==> config.mk <==
export PLATFORM = sky130hd
export DESIGN_NAME = cnn_och_sched_flat
export DESIGN_NICKNAME = d
export VERILOG_FILES = /design/src/rtl/cnn_och_sched_if.sv /design/src/rtl/cnn_och_sched.sv /design/src/flat_wrapper.sv
export SDC_FILE = /design/constraint.sdc
export NUM_CORES = 1
export LEC_CHECK = 0
export CAP_MARGIN = 0
export CORE_AREA = 10 10 451 453
export CTS_BUF_LIST = sky130_fd_sc_hd__clkbuf_4 sky130_fd_sc_hd__clkbuf_8
export DETAILED_ROUTE_END_ITERATION = 6
export DIE_AREA = 0 0 461 463
export PLACE_DENSITY_LB_ADDON = 0.08
export SLEW_MARGIN = 25
export SYNTH_ARGS = -nofsm -noshare
export SYNTH_HDL_FRONTEND = slang
export SYNTH_SLANG_ARGS = --single-unit
==> constraint.sdc <==
create_clock -name clk -period 2 [get_ports clk]
set_input_delay 0.2 -clock clk [delete_from_list [all_inputs] [get_ports clk]]
set_output_delay 0.2 -clock clk [all_outputs]
set_load 0.02 [all_outputs]
==> src/rtl/cnn_och_sched_if.sv <==
// Signal bundle between the output-channel scheduler and its weight memory,
// accumulator and output buffer. The master side is the scheduler.
interface cnn_och_sched_if #(
    parameter int unsigned OCH   = 4,
    parameter int unsigned OUT_W = 288,
    parameter int unsigned WT_W  = 288
);
    localparam int unsigned IDX_W = (OCH > 1) ? $clog2(OCH) : 1;

    logic             i_start;
    logic             o_busy;
    logic             o_done;
    logic             o_err;
    logic             o_wt_rd_en;
    logic [IDX_W-1:0] o_wt_rd_addr;
    logic [WT_W-1:0]  i_wt_rd_data;
    logic [WT_W-1:0]  o_acc_weight;
    logic             o_acc_soft_reset;
    logic             o_acc_in_valid;
    logic             i_acc_ot_valid;
    logic [OUT_W-1:0] i_acc_ci_acc;
    logic             o_ot_valid;
    logic             i_ot_ready;
    logic [IDX_W-1:0] o_ot_och;
    logic [OUT_W-1:0] o_ot_data;

    modport master (
        input  i_start, i_wt_rd_data, i_acc_ot_valid, i_acc_ci_acc, i_ot_ready,
        output o_busy, o_done, o_err, o_wt_rd_en, o_wt_rd_addr, o_acc_weight,
               o_acc_soft_reset, o_acc_in_valid, o_ot_valid, o_ot_och, o_ot_data
    );

    modport slave (
        output i_start, i_wt_rd_data, i_acc_ot_valid, i_acc_ci_acc, i_ot_ready,
        input  o_busy, o_done, o_err, o_wt_rd_en, o_wt_rd_addr, o_acc_weight,
               o_acc_soft_reset, o_acc_in_valid, o_ot_valid, o_ot_och, o_ot_data
    );
endinterface

==> src/rtl/cnn_och_sched.sv <==
// Sequences one accumulator pass per output channel: clear, fetch weights,
// issue, wait for the result (with timeout) and hand it to the output buffer.
module cnn_och_sched #(
    parameter int unsigned OCH     = 4,
    parameter int unsigned OUT_W   = 288,
    parameter int unsigned WT_W    = 288,
    parameter int unsigned TIMEOUT = 64
) (
    input logic             clk,
    input logic             reset,
    cnn_och_sched_if.master bus
);
    localparam int unsigned IDX_W = (OCH > 1) ? $clog2(OCH) : 1;
    localparam int unsigned CNT_W = (TIMEOUT > 1) ? $clog2(TIMEOUT) : 1;
    localparam logic [IDX_W-1:0] IDX_LAST = IDX_W'(OCH - 1);
    localparam logic [CNT_W-1:0] CNT_LAST = CNT_W'(TIMEOUT - 1);

    typedef enum logic [2:0] {
        IDLE, CLR, FETCH, LATCH, ISSUE, WAIT, OUT, DONE
    } state_t;

    state_t           state, state_nxt;
    logic [IDX_W-1:0] idx, idx_nxt;
    logic [CNT_W-1:0] cnt, cnt_nxt;
    logic             err, err_nxt;
    logic [WT_W-1:0]  acc_weight, acc_weight_nxt;
    logic [OUT_W-1:0] ot_data, ot_data_nxt;
    logic [IDX_W-1:0] ot_och, ot_och_nxt;

    always_ff @(posedge clk) begin
        if (reset) begin
            state      <= IDLE;
            idx        <= '0;
            cnt        <= '0;
            err        <= 1'b0;
            acc_weight <= '0;
            ot_data    <= '0;
            ot_och     <= '0;
        end else begin
            state      <= state_nxt;
            idx        <= idx_nxt;
            cnt        <= cnt_nxt;
            err        <= err_nxt;
            acc_weight <= acc_weight_nxt;
            ot_data    <= ot_data_nxt;
            ot_och     <= ot_och_nxt;
        end
    end

    always_comb begin
        state_nxt      = state;
        idx_nxt        = idx;
        cnt_nxt        = cnt;
        err_nxt        = err;
        acc_weight_nxt = acc_weight;
        ot_data_nxt    = ot_data;
        ot_och_nxt     = ot_och;
        case (state)
            IDLE: begin
                if (bus.i_start) begin
                    state_nxt = CLR;
                    idx_nxt   = '0;
                    err_nxt   = 1'b0;
                end
            end
            CLR:   state_nxt = FETCH;
            FETCH: state_nxt = LATCH;
            LATCH: begin
                acc_weight_nxt = bus.i_wt_rd_data;
                state_nxt      = ISSUE;
            end
            ISSUE: begin
                cnt_nxt   = '0;
                state_nxt = WAIT;
            end
            WAIT: begin
                if (bus.i_acc_ot_valid) begin
                    ot_data_nxt = bus.i_acc_ci_acc;
                    ot_och_nxt  = idx;
                    state_nxt   = OUT;
                end else if (cnt == CNT_LAST) begin
                    // Timeout abandons the remaining channels for this run.
                    err_nxt   = 1'b1;
                    state_nxt = DONE;
                end else begin
                    cnt_nxt = cnt + 1'b1;
                end
            end
            OUT: begin
                if (bus.i_ot_ready) begin
                    if (idx == IDX_LAST) begin
                        state_nxt = DONE;
                    end else begin
                        idx_nxt   = idx + 1'b1;
                        state_nxt = CLR;
                    end
                end
            end
            DONE:    state_nxt = IDLE;
            default: state_nxt = IDLE;
        endcase
    end

    always_comb begin
        bus.o_busy           = (state != IDLE);
        bus.o_done           = (state == DONE);
        bus.o_err            = err;
        bus.o_wt_rd_en       = (state == FETCH);
        bus.o_wt_rd_addr     = idx;
        bus.o_acc_weight     = acc_weight;
        bus.o_acc_soft_reset = (state == CLR);
        bus.o_acc_in_valid   = (state == ISSUE);
        bus.o_ot_valid       = (state == OUT);
        bus.o_ot_och         = ot_och;
        bus.o_ot_data        = ot_data;
    end
endmodule

==> src/flat_wrapper.sv <==
// flat-port wrapper written by rule: the top's interface ports become plain ports
module cnn_och_sched_flat 
#(
    parameter int unsigned OCH     = 4,
    parameter int unsigned OUT_W   = 288,
    parameter int unsigned WT_W    = 288,
    parameter int unsigned TIMEOUT = 64
)
  (clk, reset, bus_i_start, bus_i_wt_rd_data, bus_i_acc_ot_valid, bus_i_acc_ci_acc, bus_i_ot_ready, bus_o_busy, bus_o_done, bus_o_err, bus_o_wt_rd_en, bus_o_wt_rd_addr, bus_o_acc_weight, bus_o_acc_soft_reset, bus_o_acc_in_valid, bus_o_ot_valid, bus_o_ot_och, bus_o_ot_data);
  cnn_och_sched_if #(.OCH(OCH), .OUT_W(OUT_W), .WT_W(WT_W)) bus_i ();
  input logic clk;
  input logic reset;
  input wire logic [$bits(bus_i.i_start)-1:0] bus_i_start;
  input wire logic [$bits(bus_i.i_wt_rd_data)-1:0] bus_i_wt_rd_data;
  input wire logic [$bits(bus_i.i_acc_ot_valid)-1:0] bus_i_acc_ot_valid;
  input wire logic [$bits(bus_i.i_acc_ci_acc)-1:0] bus_i_acc_ci_acc;
  input wire logic [$bits(bus_i.i_ot_ready)-1:0] bus_i_ot_ready;
  output wire logic [$bits(bus_i.o_busy)-1:0] bus_o_busy;
  output wire logic [$bits(bus_i.o_done)-1:0] bus_o_done;
  output wire logic [$bits(bus_i.o_err)-1:0] bus_o_err;
  output wire logic [$bits(bus_i.o_wt_rd_en)-1:0] bus_o_wt_rd_en;
  output wire logic [$bits(bus_i.o_wt_rd_addr)-1:0] bus_o_wt_rd_addr;
  output wire logic [$bits(bus_i.o_acc_weight)-1:0] bus_o_acc_weight;
  output wire logic [$bits(bus_i.o_acc_soft_reset)-1:0] bus_o_acc_soft_reset;
  output wire logic [$bits(bus_i.o_acc_in_valid)-1:0] bus_o_acc_in_valid;
  output wire logic [$bits(bus_i.o_ot_valid)-1:0] bus_o_ot_valid;
  output wire logic [$bits(bus_i.o_ot_och)-1:0] bus_o_ot_och;
  output wire logic [$bits(bus_i.o_ot_data)-1:0] bus_o_ot_data;
  assign bus_i.i_start = bus_i_start;
  assign bus_i.i_wt_rd_data = bus_i_wt_rd_data;
  assign bus_i.i_acc_ot_valid = bus_i_acc_ot_valid;
  assign bus_i.i_acc_ci_acc = bus_i_acc_ci_acc;
  assign bus_i.i_ot_ready = bus_i_ot_ready;
  assign bus_o_busy = bus_i.o_busy;
  assign bus_o_done = bus_i.o_done;
  assign bus_o_err = bus_i.o_err;
  assign bus_o_wt_rd_en = bus_i.o_wt_rd_en;
  assign bus_o_wt_rd_addr = bus_i.o_wt_rd_addr;
  assign bus_o_acc_weight = bus_i.o_acc_weight;
  assign bus_o_acc_soft_reset = bus_i.o_acc_soft_reset;
  assign bus_o_acc_in_valid = bus_i.o_acc_in_valid;
  assign bus_o_ot_valid = bus_i.o_ot_valid;
  assign bus_o_ot_och = bus_i.o_ot_och;
  assign bus_o_ot_data = bus_i.o_ot_data;
  cnn_och_sched #(.OCH(OCH), .OUT_W(OUT_W), .WT_W(WT_W), .TIMEOUT(TIMEOUT)) u_core (.clk(clk), .reset(reset), .bus(bus_i));
endmodule
Word level (Yosys, flattened, before mapping)
Cells that the tools add are included.
- bits in registers: 590
- output and inout port bits: 587
- logic and storage cells: 52
- $add $sub $neg: 2
- equality and inequality tests: 16
- muxes and demuxes: 17
- reductions and logical operators: 10
- operators with widths (cell ; number):
    $pmux 3 s8 ; 1
    $mux 3 ; 5
    $eq 3x3->1 const B ; 4
    $mux 6 ; 2
    $pmux 6 s2 ; 1
    $ne 2x2->1 const B ; 5
    $reduce_and 4->1 ; 2
    $add 6x1->6 const B ; 1
    $eq 3x2->1 const B ; 2
    $eq 6x6->1 const B ; 1
    $mux 2 ; 3
    $reduce_and 3->1 ; 2
    $reduce_bool 2->1 ; 3
    $pmux 2 s2 ; 1
    $eq 3x1->1 const B ; 1
    $logic_not 3->1 ; 1
    $mux 1 ; 3
    $ne 3x2->1 const B ; 1
    $reduce_bool 3->1 ; 1
    $add 2x1->2 const B ; 1
    $eq 2x2->1 const B ; 1
    $ne 2x1->1 const B ; 1
    $pmux 1 s2 ; 1
    $reduce_and 2->1 ; 1

Longest topological paths before layout
Gate-level depths: netlist of the first run.
- word-level depth: 4
- depth in mapped cells: 7
- gate-level depth less buffers: 5

Least setup slack after synthesis of the first run
Ideal clock, no wire load.
- kind: flip-flop to flip-flop
- start point: register u_core.state[0]
- end point: register u_core.acc_weight[212] (netlist: u_core.bus.o_acc_weight[212])
- arrival time: 1.377 ns
- slack: 0.491 ns
- stages on the path, launching flop included: 8
- path buffers: 3
- period minus slack after synthesis: 1.509 ns
- path through: dfxtp_1 -> inv_1 -> or3_1 -> buf_2 -> buf_2 -> buf_2 -> nand2_1 -> a21oi_1
- longest elaborated chain between the ends: 1
- RTL lines (what ; line ; text):
    from (decl) ; cnn_och_sched.sv:22 ; state_t state, state_nxt;
    from (signal assigned) ; cnn_och_sched.sv:40 ; state <= state_nxt;
    $eq 3x2->1 ; cnn_och_sched.sv:58 ; case (state)
    to (signal assigned) ; cnn_och_sched.sv:44 ; acc_weight <= acc_weight_nxt;
    to (decl) ; cnn_och_sched.sv:26 ; logic [WT_W-1:0] acc_weight, acc_weight_nxt;
Every way passes these cells.
A chain may end at the register's enable or synchronous reset.

Final worst setup path of the first run
- start point: register u_core.state[2]
- end point: output port bus_o_busy
- longest elaborated chain between the ends: 1
- RTL lines (what ; line ; text):
    $reduce_bool 3->1 ; cnn_och_sched.sv:105 ; bus.o_busy = (state != IDLE);
    to (decl) ; flat_wrapper.sv:18 ; output wire logic [$bits(bus_i.o_busy)-1:0] bus_o_busy;
Every way passes these cells.

==> results of run 1 <==
## final cells by class
cell class	instances	share of cell area [%]
Antenna cell	26	0.147
Clock buffer	218	5.90
Clock inverter	18	0.462
Inverter	6	0.0507
Multi-Input combinational cell	1811	17.5
Sequential cell	590	26.6
Tap cell	2542	7.16
Timing Repair Buffer	1860	42.1
## how the worst max path moves through the flow
stage	to	slack [ns]	cells after the start
detailed placement	u_core.cnt[5]	0.12	5
global route	bus_o_busy	-0.26	3
floorplan	u_core.bus.o_acc_weight[212]	0.49	7
CTS	bus_o_busy	-0.30	3
global placement	u_core.bus.o_wt_rd_addr[0]	0.12	5
finish	bus_o_busy	-0.1	3
## repair_timing
action / CTS / global route
gates cloned: 2 / 0
endpoints found under the setup margin: 587 / 9
endpoints found under the hold margin: 589 / 0
resized for setup: 1134 / 19
pin swaps: 2 / 1
buffers inserted: 6 / 5
hold buffers: 578 / 0
## worst reg2reg max path: stages (launching register included)
cell,delay [ns]
dfxtp_4,0.34
buf_4,0.11
inv_1,0.12
or3_4,0.43
buf_12,0.19
buf_16,0.22
nand2_1,0.27
a21oi_1,0.07
## cell usage after synthesis, types with 2 or more instances
cell	count
mux2i_1	4
ha_1	2
buf_2	94
buf_6	10
o21ai_0	3
and3_1	2
nand2b_1	2
a2111oi_0	3
clkbuf_1	93
dfxtp_1	590
nand3_1	5
or3_1	2
and2_1	2
a21oi_1	591
nand2_1	1162
inv_1	6
a31oi_1	3
nor3_1	6
nand4_1	2
nor2_1	8
## kinds of logic after synthesis
logic type	after synthesis
mux	4
buf+inv	205
simple gates	1200
compound gates	605
fa+ha+maj	2
flops	590
## stage by stage
step	area [um2]	worst slack [ns]	TNS, ns
floorplan	20500	0.491	0
global placement	35700	0.116	0
detailed placement	35700	0.115	0
CTS	44200	-0.300	-1.12
global route	44400	-0.257	-1.22
finish	44400	-0.0996	-0.138
## state kept, by name (all words and copies together) (netlist names)
name	count
u_core.bus.o_acc_weight	288
u_core.bus.o_err	1
u_core.bus.o_ot_data	288
u_core.bus.o_ot_och	2
u_core.bus.o_wt_rd_addr	2
u_core.cnt	6
u_core.state	3
## power by group
part / switching (mW) / total (mW) / internal, mW
Sequential: 0.164 / 12.2 / 12.1
Clock: 6.58 / 15.0 / 8.45
Combinational: 2.23 / 4.85 / 2.62
Total: 8.98 / 32.1 / 23.1
## per-layer routing
metal	GRT usage, %	wire length (um)	up-vias
met5	0	27	-
met4	4.63	4570	4
met3	6.69	15700	200
met2	21.6	68000	904
met1	15.0	59800	11250
li1	-	-	12065
==> results.py, run 1 <==
metrics = {
    "drt": {
        "wl_per_cell_um": 20.9,
        "drcViolationCount": 0,
        "wl_um": 148000,
        "via_per_inst": 3.45,
        "firstDrtPassIters": 5,
        "vias": 24423,
        "drtIter0Drc": 859,
        "ant_nets": 0,
    },
    "worst_setup_path": {
        "crit_buf_inv": 2,
        "worstPathArrival_ns": 1.90,
        "critPathLaunch": "u_core.state[2]",
        "reg2reg_from": "u_core.state[1]",
        "required_ns": 1.80,
        "crit_type": "reg2out",
        "r2r_slack_ns": 0.10,
        "end_kind": "primary output",
        "worstPathMaxFanout": 6,
        "start_kind": "flop",
        "cp_top_family": "simple AND/OR/NAND/NOR gates",
        "rr_endpoint": "u_core.bus.o_acc_weight[95]",
        "slowest_stage": "or3_4",
        "path_cells": "buf_6 -> or3_4 -> buf_12",
        "cpPeakStageDelay_ns": 0.40,
        "reg2reg_depth": 7,
    },
    "cts": {
        "cts_sinks": 590,
        "cts_buffers": 137,
        "cts_buffer_depth": 3,
        "worstSkewPairLatency_ns": 0.91,
        "clk_pin_slew_worst_paths_ns": 0.06,
        "htreeDepth": 4,
        "cts_root_buf": "clkbuf_8",
        "tritoncts": "built",
    },
    "sta": {
        "rsz0062_at_grt": "true",
        "slew_headroom_pct": 58.6,
        "fmaxAchievable_ghz": 0.476,
        "slew_violations": 0,
        "worstMarginPinSlew_ns": 0.621,
        "hold_viol": 0,
        "fin_skew_ns": 0.0505,
        "whs_ns": 0.208,
        "setup_violations": 4,
        "setup_ws_ns": -0.0996,
        "fin_crit_sh_pct": 105,
        "layout_min_cycle_time_ns": 2.10,
    },
    "worst_hold_path": {
        "min_to": "u_core.state[2]",
        "min_from": "bus_i_ot_ready",
        "holdPathStages": 4,
        "hold_class": "in2reg",
    },
    "placement": {
        "port_buffers": 1167,
        "dp_cells": 6218,
        "gp_congestion": 0.758,
        "place_hpwl_um": 114000,
    },
    "yosys": {
        "yosys_most_used_dff": "dfxtp_1",
        "ys_seq_elements": 590,
        "synth-compound-area-share_pct": 14.9,
        "synth.avg_cell_area_um2": 7.86,
        "synth_cells": 2606,
        "synth_area_leaders": "dfxtp_1, nand2_1, a21oi_1, buf_2, clkbuf_1",
        "yosys.area_share.simple_pct": 22.4,
        "synth_edf_count": 0,
        "synth_top_area_share_pct": 57.7,
        "syn_area_um2": 20500,
        "synth-adder-area-share_pct": 0.122,
        "syn_nets": 3189,
        "synth.distinct_cells": 36,
        "synth_area_leader_cell": "dfxtp_1",
        "ys_seq_area_share_pct": 57.7,
        "muxShareOfSynthArea_pct": 0.195,
        "synthXorXnorAreaFrac_pct": 0,
        "async_reset_ff_share_pct": 0,
        "synth_warnings": 0,
        "synth_top_family_by_area": "simple AND/OR/NAND/NOR gates",
    },
    "finish": {
        "finalNetCount": 4989,
        "fin_cells": 7071,
        "area_growth_pct": 117,
        "layout_common_cells": "nand2_1, a21oi_1, dfxtp_1, clkdlybuf4s50_1, dlygate4sd3_1",
        "fin_util_pct": 22.9,
        "final_common_cell": "nand2_1",
        "drive_above_1_share_pct": 12.3,
        "multi_input_area_um2": 7780,
        "n_fill_cell": 21732,
        "ff_latch_area_um2": 11800,
    },
    "global_route": {
        "track_usage_pct": 13.3,
        "grt_pass1_vias": 25934,
        "grt_max_degree": 81,
        "antenna_found_initial": 26,
        "grt_pass1_wl_um": 205000,
        "grt-ovfl-total": 0,
    },
    "floorplanning": {
        "start_util_pct": 10.5,
        "die_area_um2": 213000,
        "core_area_um2": 194000,
        "io_pins": 1168,
        "dieHeight_um": 463,
        "die_w_um": 461,
        "placement_rows": 162,
    },
    "run_status": {
        "status": "complete, but fails checks",
        "violations": "negative setup slack",
    },
    "job": {
        "maxCapViolCount": 0,
    },
    "power_and_ir_drop": {
        "peakVddDrop_mv": 0.432,
        "p_leak_nw": 16.7,
        "total_power_mw": 32.1,
        "p_per_area_nw_per_um2": 723,
    },
}
(Power assumes the default switching activity.)
==> inputs of run 2 (changes only) <==
CTS_CLUSTER_DIAMETER = 100   (was unset)
==> run 2 against run 1 <==
Net effect:
- the flow still finishes with violations (negative setup slack)
- setup slack improved by 0.020 ns
- critical path depth did not move
- combinational power barely moved
- cell count fell by 0.13%
- total power fell by 0.41%
- via count barely moved
- sequential power barely moved
- critical path type unchanged
- critical endpoint unchanged
==> results.py, run 2 (synthesis gave the netlist of run 1 again) <==
metrics = {
    "placement": {
        "place_area_um2": 35700,
        "port_buffers": 1167,
        "place_hpwl_um": 114000,
        "gp_congestion": 0.758,
    },
    "worst_setup_path": {
        "start_kind": "flop",
        "reg2reg_depth": 6,
        "crit_type": "reg2out",
        "required_ns": 1.80,
        "worstPathArrival_ns": 1.88,
        "end_kind": "primary output",
        "worstPathMaxFanout": 6,
        "r2r_slack_ns": 0.20,
    },
    "power_and_ir_drop": {
        "total_power_mw": 32.0,
        "p_leak_nw": 16.7,
        "p_per_area_nw_per_um2": 721,
        "seqPwrFrac_pct": 38.3,
        "p_int_mw": 23.0,
        "power_frac_comb_pct": 15.1,
        "peakVddDrop_mv": 0.415,
        "switchingPower_mw": 8.94,
        "power_switching_share_pct": 27.9,
        "clkPwrFrac_pct": 46.6,
    },
    "global_route": {
        "grt-ovfl-total": 0,
        "antenna_found_initial": 26,
        "grt_pass1_wl_um": 205000,
        "track_usage_pct": 13.3,
        "grt_pass1_vias": 25955,
        "grt_max_degree": 81,
    },
    "floorplanning": {
        "die_area_um2": 213000,
        "placement_rows": 162,
        "dieHeight_um": 463,
        "core_area_um2": 194000,
        "die_w_um": 461,
        "io_pins": 1168,
        "start_util_pct": 10.5,
    },
    "sta": {
        "fin_skew_ns": 0.0459,
        "worstMarginPinSlew_ns": 0.620,
        "rsz0062_at_grt": "true",
        "layout_min_cycle_time_ns": 2.08,
        "hold_viol": 0,
        "setup_violations": 1,
        "slew_violations": 0,
        "setup_ws_ns": -0.0795,
        "fmaxAchievable_ghz": 0.481,
        "fin_crit_sh_pct": 104,
        "slew_headroom_pct": 58.6,
    },
    "finish": {
        "finalNetCount": 4985,
        "area_growth_pct": 117,
        "fin_area_um2": 44400,
        "drive_above_1_share_pct": 12.3,
        "final_common_cell": "nand2_1",
        "layout_common_cells": "nand2_1, a21oi_1, dfxtp_1, clkdlybuf4s50_1, dlygate4sd3_1",
    },
    "cts": {
        "clk_pin_slew_worst_paths_ns": 0.05,
        "worstSkewPairLatency_ns": 0.90,
        "cts_root_buf": "clkbuf_8",
        "tritoncts": "built",
        "cts_buffers": 136,
        "htreeDepth": 4,
        "cts_sinks": 590,
        "cts_buffer_depth": 3,
    },
    "drt": {
        "wl_per_cell_um": 20.9,
        "ant_nets": 0,
        "drtIter0Drc": 854,
        "firstDrtPassIters": 5,
        "vias": 24425,
        "drcViolationCount": 0,
        "via_per_inst": 3.46,
        "wl_um": 148000,
    },
    "run_status": {
        "status": "complete, but fails checks",
        "violations": "negative setup slack",
    },
    "job": {
        "maxCapViolCount": 0,
    },
    "worst_hold_path": {
        "hold_class": "in2reg",
        "holdPathStages": 4,
    },
}
run 2: cell count changes in the layout (fill, tap and decap cells not counted), sizes merged:
cell and change:
buf -6, clkbuf -2, clkdlybuf4s15 +11, diode -5, dlygate4sd2 -7
run 2: per-layer routing:
layer | vias up | part of all wire (%) | global-route usage [%]
met2 | 934 | 46 | 21.6
met5 | - | 0.028 | 0
li1 | 12046 | - | -
met3 | 205 | 11 | 6.47
met1 | 11234 | 40 | 15.0
met4 | 6 | 3.2 | 4.96
run 2: path summary, 6_finish.rpt:
| path | start | to |
|---|---|---|
| max | u_core.state[2] | bus_o_busy |
| min | bus_i_ot_ready | u_core.state[2] |
| max reg2reg | u_core.state[2] | u_core.bus.o_acc_weight[95] |
| min reg2reg | u_core.bus.o_acc_weight[145] | u_core.bus.o_acc_weight[145] |
run 2: layout make-up:
type                       count  area, um2
timing repair buffer        1857      18700
tap                         2542       3180
multi-input combinational   1811       7770
clock inverter                18        208
inverter                       6       22.5
fill                       21756     150000
clock buffer                 217       2590
antenna                       21       52.6
sequential                   590      11800
run 2: critical path, stage by stage (launching register included):
cell	delay (ns)
dfxtp_2	0.33
buf_6	0.13
or3_4	0.40
buf_12	0.16
run 2: what timing repair did:
action / in CTS / in global routing
setup endpoints to repair: 587 / 6
hold buffers: 578 / 0
cloned: 2 / 0
gates resized for setup: 1142 / 8
pin swaps: 2 / 1
hold endpoints to repair: 589 / 0
buffers inserted: 6 / 2
run 2: through the flow:
step	hold WS [ns]	worst slack, ns	std cells	util [%]	setup TNS (ns)
after floorplan	0.336	0.491	2606	-	0
after global placement	0.441	0.116	6218	18.4	0
after detailed placement	0.446	0.115	6218	18.4	0
after CTS	0.0213	-0.294	7039	22.8	-1.07
after global routing	0.152	-0.229	7061	22.8	-0.766
final	0.241	-0.0795	7062	22.8	-0.0795
run 2: power groups by stage:
stage	registers (mW)	logic [mW]	clock network, mW
after floorplan	12.8	0.899	0
after global routing	12.3	5.20	16.3
after global placement	12.5	3.95	0
after detailed placement	12.5	3.92	0
after CTS	12.2	4.94	15.9
final	12.2	4.82	14.9
